===== src/rtl/game_seq.sv =====
// Game-flow sequencer: turns vsync into a frame strobe and runs the
// attract/play/miss/game-over flow, tracking score and lives.
module game_seq #(
  parameter int LIVES       = 3,
  parameter int MISS_FRAMES = 60,
  parameter int SCORE_MAX   = 9999
) (
  input  logic        clk,
  input  logic        rst,
  input  logic        vsync,
  input  logic        button_left,
  input  logic        button_right,
  input  logic        bottom_hit,
  input  logic        board_hit,
  output logic        frame_tick,
  output logic        move_en,
  output logic        game_clr,
  output logic [1:0]  state,
  output logic [2:0]  lives,
  output logic [15:0] score
);

  typedef enum logic [1:0] {
    S_IDLE = 2'd0,
    S_PLAY = 2'd1,
    S_MISS = 2'd2,
    S_OVER = 2'd3
  } state_t;

  localparam logic [2:0]  LIVES_INIT = 3'(LIVES);
  localparam logic [7:0]  MISS_LOAD  = 8'(MISS_FRAMES - 1);
  localparam logic [15:0] SCORE_SAT  = 16'(SCORE_MAX);

  state_t      state_q, state_d;
  logic        vs_q, tick_q;
  logic        btn_q, bh_q, bt_q;
  logic        move_q, move_d;
  logic        clr_q, clr_d;
  logic [2:0]  lives_q, lives_d;
  logic [15:0] score_q, score_d;
  logic [7:0]  miss_q, miss_d;

  logic btn_now, press, bh_rise, bt_rise;

  assign btn_now = ~button_left | ~button_right;
  assign press   = btn_now & ~btn_q;
  assign bh_rise = board_hit & ~bh_q;
  assign bt_rise = bottom_hit & ~bt_q;

  always_comb begin
    // NOTE: every next-state signal gets its default first so no path leaves one unassigned (no latches).
    state_d = state_q;
    lives_d = lives_q;
    score_d = score_q;
    miss_d  = miss_q;
    clr_d   = 1'b0;
    if (tick_q) begin
      unique case (state_q)
        S_IDLE: begin
          if (press) begin
            clr_d   = 1'b1;
            score_d = '0;
            lives_d = LIVES_INIT;
            state_d = S_PLAY;
          end
        end
        S_PLAY: begin
          // A miss on the same tick as a board hit takes priority; score is untouched.
          if (bt_rise) begin
            if (lives_q <= 3'd1) begin
              lives_d = '0;
              state_d = S_OVER;
            end else begin
              lives_d = lives_q - 3'd1;
              miss_d  = MISS_LOAD;
              state_d = S_MISS;
            end
          end else if (bh_rise && (score_q < SCORE_SAT)) begin
            score_d = score_q + 16'd1;
          end
        end
        S_MISS: begin
          if (miss_q == 8'd0) begin
            clr_d   = 1'b1;
            state_d = S_PLAY;
          end else begin
            miss_d = miss_q - 8'd1;
          end
        end
        S_OVER: begin
          if (press) state_d = S_IDLE;
        end
        default: state_d = S_IDLE;
      endcase
    end
    // The frame that reloads positions does not also step them.
    move_d = tick_q && (state_d == S_PLAY) && !clr_d;
  end

  always_ff @(posedge clk) begin
    // NOTE: sequential state uses non-blocking assignments so every register samples pre-edge values.
    if (rst) begin
      vs_q    <= 1'b1;
      tick_q  <= 1'b0;
      btn_q   <= 1'b1;
      bh_q    <= 1'b1;
      bt_q    <= 1'b1;
      state_q <= S_IDLE;
      lives_q <= LIVES_INIT;
      score_q <= '0;
      miss_q  <= '0;
      move_q  <= 1'b0;
      clr_q   <= 1'b0;
    end else begin
      vs_q   <= vsync;
      tick_q <= vsync & ~vs_q;
      // History tracks every tick, so entering PLAY always starts from the current levels.
      if (tick_q) begin
        btn_q <= btn_now;
        bh_q  <= board_hit;
        bt_q  <= bottom_hit;
      end
      state_q <= state_d;
      lives_q <= lives_d;
      score_q <= score_d;
      miss_q  <= miss_d;
      move_q  <= move_d;
      clr_q   <= clr_d;
    end
  end

  assign frame_tick = tick_q;
  assign move_en    = move_q;
  assign game_clr   = clr_q;
  assign state      = state_q;
  assign lives      = lives_q;
  assign score      = score_q;

endmodule


===== config.mk =====
export PLATFORM = sky130hd
export DESIGN_NAME = game_seq
export DESIGN_NICKNAME = d
export VERILOG_FILES = /design/src/rtl/game_seq.sv
export SDC_FILE = /design/constraint.sdc
export NUM_CORES = 1
export LEC_CHECK = 0
export ABC_CLOCK_PERIOD_IN_PS = 1700
export BUFFER_PORTS_ARGS = -buffer_cell sky130_fd_sc_hd__clkbuf_2
export CAP_MARGIN = 0
export CORE_UTILIZATION = 45
export CTS_BUF_LIST = sky130_fd_sc_hd__clkbuf_2 sky130_fd_sc_hd__clkbuf_4 sky130_fd_sc_hd__clkbuf_8
export DETAILED_ROUTE_END_ITERATION = 7
export PLACE_DENSITY_LB_ADDON = 0.1
export SLEW_MARGIN = 5
export SYNTH_ARGS = -nofsm -noshare
export SYNTH_HDL_FRONTEND = slang
export SYNTH_SLANG_ARGS = --single-unit

===== constraint.sdc =====
create_clock -name clk -period 1.7 [get_ports clk]
set_input_delay 0.34 -clock clk [delete_from_list [all_inputs] [get_ports clk]]
set_output_delay 0.34 -clock clk [all_outputs]
set_load 0.01 [all_outputs]

==> metrics, run 1 <==
Max FO, Critical Path 3; post-synthesis cell type count 44; HPWL after DPL 3670 um; core box area 3800 um2; clk buf depth 2; Tightest Hold Check Type input port to flip-flop; failing checks setup timing; wire length per cell 15.2 um; Worst-Margin Slew 0.473 ns; Final Cycle Share 105%; Post-route DRC 0; CTS sink cnt 36; Area growth, synth to finish 42.4%; nets@finish 307; grt met2 use 38.9%; Netlist Area Pre-Place 1850 um2; Mapped Nets 233; LEAKAGE 1.11 nW; ant diodes 0; Syn Area/Cell 8.30 um2; Sw Ratio 22.6%; CTS Hold Bufs 0; PnR worst setup slack -0.0924 ns; max cap viols 0; first-pass GRT wire length 8340 um; Detail Route Antenna Nets 0; first drt pass iteration count 4; Tmin final 1.79 ns; M1 GR Usage 36.0%; vias per inst 5.79; Pwr Density 641 nW/um2; Slew Viols, Final 0; sequential cell fraction of total power 50.1%; Post-synth EDFFs 0; CTS tree done; combinational share of power 4.0%; CP Launch Type flip-flop; Routed WL 5260 um; top-count cell post-synth dfxtp_1; Most used DFF post-synth dfxtp_1; critical path arrival 1.98 ns; Commonest cells post-synth dfxtp_1 (36), a21oi_1 (18), nand2_1 (18), nor2_1 (15), o21ai_0 (14); Setup Viol. Count Final 10; largest net degree at the start of global routing 13; Setup CP Type flip-flop to flip-flop; die footprint 4380 um2; insertion delay to the later sink of the worst-skew pair 0.30 ns; vias in the first global route 1744; DIE HEIGHT 66.2 um; status finished, violations left; Rows 22; gpl congestion 0.856; GRT met3 Usage 5.86%; clock root buffer clkbuf_8; RSZ-0062 raised after global routing true; Most Used Layer, Global Route met2; Initial Util 48.7%; Hold Violations, Final 0; fillcell total 310; CP Data Required Time 1.89 ns; die width 66.2 um; pre-CTS WS -0.189 ns; crit path capture type flip-flop; Int Pwr 1.31 mW; grt ovf 0; initial antenna violation count 0; Slew Limit Headroom 68.4%; layout cells sized above 1 37.9%; clock network power share 45.9%; top cell type's share of synthesized area 38.9%; post-synthesis sequential area ratio 38.9%; Num CTS Buffers 5; Iteration-0 DRC Markers 138; skew final 0.00891 ns; Mapped Cells 223; asr flop ratio synth 0%; register clock-pin slew on the reported worst setup and hold paths 0.08 ns; synthesis warning total 0; Port Buffers 30; synth top area cells dfxtp_1 (39%), a21oi_1 (4.9%), o21ai_0 (3.8%), nand2_1 (3.6%), nor2_1 (3.0%); Max VDD drop 0.482 mV; P_sw 381 uW; total number of vias 2005; total track usage 25.6%; utilization after layout 69.4%; H-tree depth 2; placed cell areas 2390 um2; Synth Register Bits 36; I/O pins 31; cell area after layout 2640 um2; Synth area leader dfxtp_1; highest clock rate 558 MHz
[through the flow]
stage | cells | hold slack, ns | TNS, ns | power (mW)
after floorplan | 223 | 0.373 | -0.113 | 0.895
after global placement | 335 | 0.375 | -0.657 | 0.929
after detailed placement | 335 | 0.387 | -1.14 | 0.930
after CTS | 343 | 0.238 | -0.432 | 1.69
after global routing | 346 | 0.238 | -1.10 | 1.74
final | 346 | 0.234 | -0.556 | 1.69
[worst max-delay path: stages, from the launching register on]
cell and delay (ns):
dfxtp_4 0.34, or4_4 0.56, o211ai_4 0.22, buf_6 0.16, and3_4 0.21, buf_4 0.11, a31oi_1 0.08
[cell families (layout without fill, tap and decap cells)]
family / after synthesis / count (layout) / share of synthesized area, %
and+or+nand+nor: 95 / 95 / 29.2
AOI/OAI and AO/OA: 65 / 65 / 23.4
DFF: 36 / 36 / 38.9
buffers and inverters: 18 / 93 / 3.65
xor gates and xnor gates: 6 / 6 / 2.84
adders and majority gates: 3 / 3 / 2.03
[routing by layer]
layer  vias up  wire [um]
met2        77       2330
li1        985          -
met4         0         72
met1       932       2540
met3        11        322
met5         -          0
[power by group through the flow]
| stage | clock network (mW) | registers (mW) | logic (mW) |
|---|---|---|---|
| floorplan | 0 | 0.866 | 0.0284 |
| global placement | 0 | 0.867 | 0.0621 |
| detailed placement | 0 | 0.867 | 0.0627 |
| CTS | 0.775 | 0.847 | 0.0641 |
| global route | 0.825 | 0.848 | 0.0725 |
| finish | 0.776 | 0.847 | 0.0669 |
[what timing repair did]
item,in CTS,in global routing
gates resized for setup,8,20
buffers inserted,0,3
setup endpoints to repair,14,24
pin swaps,6,8
[cell type report]
type	instances	area, um2	share of cell area (%)
Multi-Input combinational cell	169	1190	45.0
Sequential cell	36	727	27.6
Timing Repair Buffer	77	523	19.8
Clock buffer	5	68.8	2.61
Tap cell	48	60.1	2.28
Clock inverter	3	41.3	1.57
Inverter	8	30.0	1.14
[sequential cells by signal, summed over array words and instances, names as in the netlist]
register / flops
bh_q: 1
bt_q: 1
btn_q: 1
frame_tick: 1
game_clr: 1
lives: 3
miss_q: 8
move_en: 1
score: 16
state: 2
vs_q: 1
[final timing paths]
| kind | start | to | slack, ns | depth (start not counted) |
|---|---|---|---|---|
| worst max-delay path | score[7] | score[10] | -0.09 | 6 |
| worst min-delay path | vsync | vs_q | 0.23 | 2 |
| worst max register to register | score[7] | score[10] | -0.09 | 6 |
| worst min register to register | vs_q | frame_tick | 0.40 | 1 |
[cell usage in the layout (no fill, tap or decap), types with 4 or more instances in the layout]
cell | Yosys | final
buf_4 | 0 | 44
dfxtp_1 | 36 | 33
clkbuf_2 | 0 | 30
nand2_1 | 18 | 17
a21oi_1 | 18 | 15
nor2_1 | 15 | 14
o21ai_0 | 14 | 9
inv_1 | 8 | 8
a31oi_1 | 8 | 8
nor3_1 | 7 | 7
nand3_1 | 9 | 7
nand4_1 | 7 | 7
nand2b_1 | 6 | 6
nor2b_1 | 7 | 6
xor2_1 | 6 | 6
o21ai_1 | 0 | 5
clkbuf_8 | 0 | 5
nor3b_1 | 4 | 4
a211oi_1 | 4 | 4
No activity file was read; power rests on OpenSTA's default activity.
==> run 2: changes to the inputs <==
- CELL_PAD_IN_SITES_DETAIL_PLACEMENT: unset -> 0
- CELL_PAD_IN_SITES_GLOBAL_PLACEMENT: unset -> 1
- CORE_UTILIZATION: 45 -> 39
==> run 2 against run 1 <==
  * First-iteration DRC count rose by 14%
  * Wire length increased by 2.5%
  * The flow finishes with violations (DRC, setup timing)
  * Register-to-register slack worse by 0.11 ns
  * Critical path depth is the same
  * Die area rose by 15%
  * Non-clock buffer count is 10 higher
  * Via count fell by 0.25%
  * Clock skew decreased by 0.0019 ns
  * Hold slack better by 0.021 ns
  * Core utilization is 6.9 points lower
  * Total power is 8.7% lower
==> metrics, run 2 (synthesized netlist as in run 1, its figures left out) <==
clock network power share 40.9%; grt met2 use 30.4%; status finished, violations left; M1 GR Usage 32.5%; clk buf depth 2; Max VDD drop 0.841 mV; min-delay src vsync; wire length per cell 15.0 um; CP top delay family simple AND/OR/NAND/NOR gates; I/O pins 31; P_sw 352 uW; Sw Ratio 22.8%; Seq. cell area 728 um2; vias in the first global route 1643; max cap viols 0; Most Used Layer, Global Route met1; Worst path slowest cell or4_4; Iteration-0 DRC Markers 158; first-pass GRT wire length 8430 um; gpl congestion 0.914; Tmin final 1.90 ns; nets@finish 317; Setup Viol. Count Final 14; Setup CP Type flip-flop to flip-flop; register clock-pin slew on the reported worst setup and hold paths 0.08 ns; largest net degree at the start of global routing 16; Tightest Hold Check Type input port to flip-flop; CTS tree done; Worst-Margin Slew 0.649 ns; HPWL after DPL 3840 um; CP Launch Type flip-flop; cell area after layout 2780 um2; Port Buffers 30; most frequent cells in the layout buf_4 (52), dfxtp_1 (32), clkbuf_2 (30); highest clock rate 527 MHz; area of the multi-input gates 1270 um2; worst-path cell chain or4_4 > buf_4 > o211ai_4 > nand2_4 > o311ai_4 > o41ai_2; layout cells sized above 1 43.5%; core box area 4440 um2; grt ovf 0; critical path arrival 2.06 ns; Num CTS Buffers 5; most common cell after layout, fill and taps aside buf_4; total number of vias 2000; Area growth, synth to finish 50.1%; skew final 0.00701 ns; CTS Hold Bufs 0; first drt pass iteration count 7; Post-route DRC 4; TNS Setup -1.80 ns; Routed WL 5390 um; LEAKAGE 1.17 nW; CP peak stage delay 0.54 ns; Initial Util 41.7%; RSZ-0062 raised after global routing true; H-tree depth 2; Final Cycle Share 112%; sequential cell fraction of total power 54.9%; CTS sink cnt 36; initial antenna violation count 0; fillcell total 386; insertion delay to the later sink of the worst-skew pair 0.28 ns; Pwr Density 555 nW/um2; ant diodes 0; vias per inst 5.56; Hold Violations, Final 0; Largest register FFs 16; placed cell areas 2440 um2; Critical Path Source score[7]; die width 70.9 um; Slew Limit Headroom 56.3%; Int Pwr 1.19 mW; Buf+Inv Stages, Crit Path 1; Detail Route Antenna Nets 0; Max FO, Critical Path 6; Tot Pwr 1.54 mW; clock root buffer clkbuf_8; crit path capture type flip-flop; failing checks DRC, setup timing; total track usage 20.9%; PnR worst setup slack -0.198 ns; die footprint 5030 um2; GRT met3 Usage 3.99%; reg-to-reg critical path startpoint score[7]; combinational share of power 4.2%; Slew Viols, Final 0; Rows 24; CP Data Required Time 1.86 ns; DIE HEIGHT 70.9 um
[run 2: cell count changes in the layout (fill, tap and decap cells not counted), sizes merged]
| cell | delta |
|---|---|
| inv | -1 |
| buf | +10 |
| bufinv | -1 |
| clkbuf | +2 |
[run 2: repair_timing]
action,in CTS,in global routing
buffers inserted,0,6
pin swaps,8,18
hold endpoints to repair,0,0
setup endpoints to repair,12,23
resized for setup,11,34
[run 2: path summary, 6_finish.rpt]
| check | endpoint | cells past startpoint | slack [ns] |
|---|---|---|---|
| setup reg to reg | score[4] | 6 | -0.20 |
| setup / recovery | score[4] | 6 | -0.20 |
| hold reg to reg | frame_tick | 1 | 0.39 |
| hold / removal | vs_q | 2 | 0.25 |
[run 2: area by class of cell]
type	count	area share, %
inverter	8	1.08
clock inverter	1	0.180
multi-input combinational	169	45.7
tap	52	2.34
timing repair buffer	87	21.5
sequential	36	26.2
clock buffer	7	3.02
[run 2: per-layer routing]
layer / up-vias / routed length [um]
li1: 1005 / -
met4: 0 / 17
met2: 55 / 2380
met1: 938 / 2750
met3: 2 / 248
met5: - / 0
[run 2: worst reg2reg max path: stages (launching register included)]
cell      delay, ns
dfxtp_4        0.34
or4_4          0.54
buf_4          0.16
o211ai_4       0.25
nand2_4        0.13
o311ai_4       0.24
o41ai_2        0.11
[run 2: metrics by stage]
| stage | hold WS [ns] | instances | setup slack, ns | util [%] |
|---|---|---|---|---|
| floorplan | 0.373 | 223 | -0.0460 | - |
| global placement | 0.376 | 346 | -0.0687 | 54.8 |
| detailed placement | 0.382 | 346 | -0.0982 | 54.8 |
| CTS | 0.248 | 354 | -0.131 | 57.9 |
| global route | 0.251 | 360 | -0.271 | 62.6 |
| finish | 0.254 | 360 | -0.198 | 62.6 |
[run 2: power groups by stage]
stage	combinational [mW]	sequential (mW)	clock [mW]
floorplan	0.0284	0.866	0
global placement	0.0575	0.867	0
detailed placement	0.0582	0.867	0
CTS	0.0597	0.847	0.652
global route	0.0707	0.847	0.673
finish	0.0654	0.847	0.631
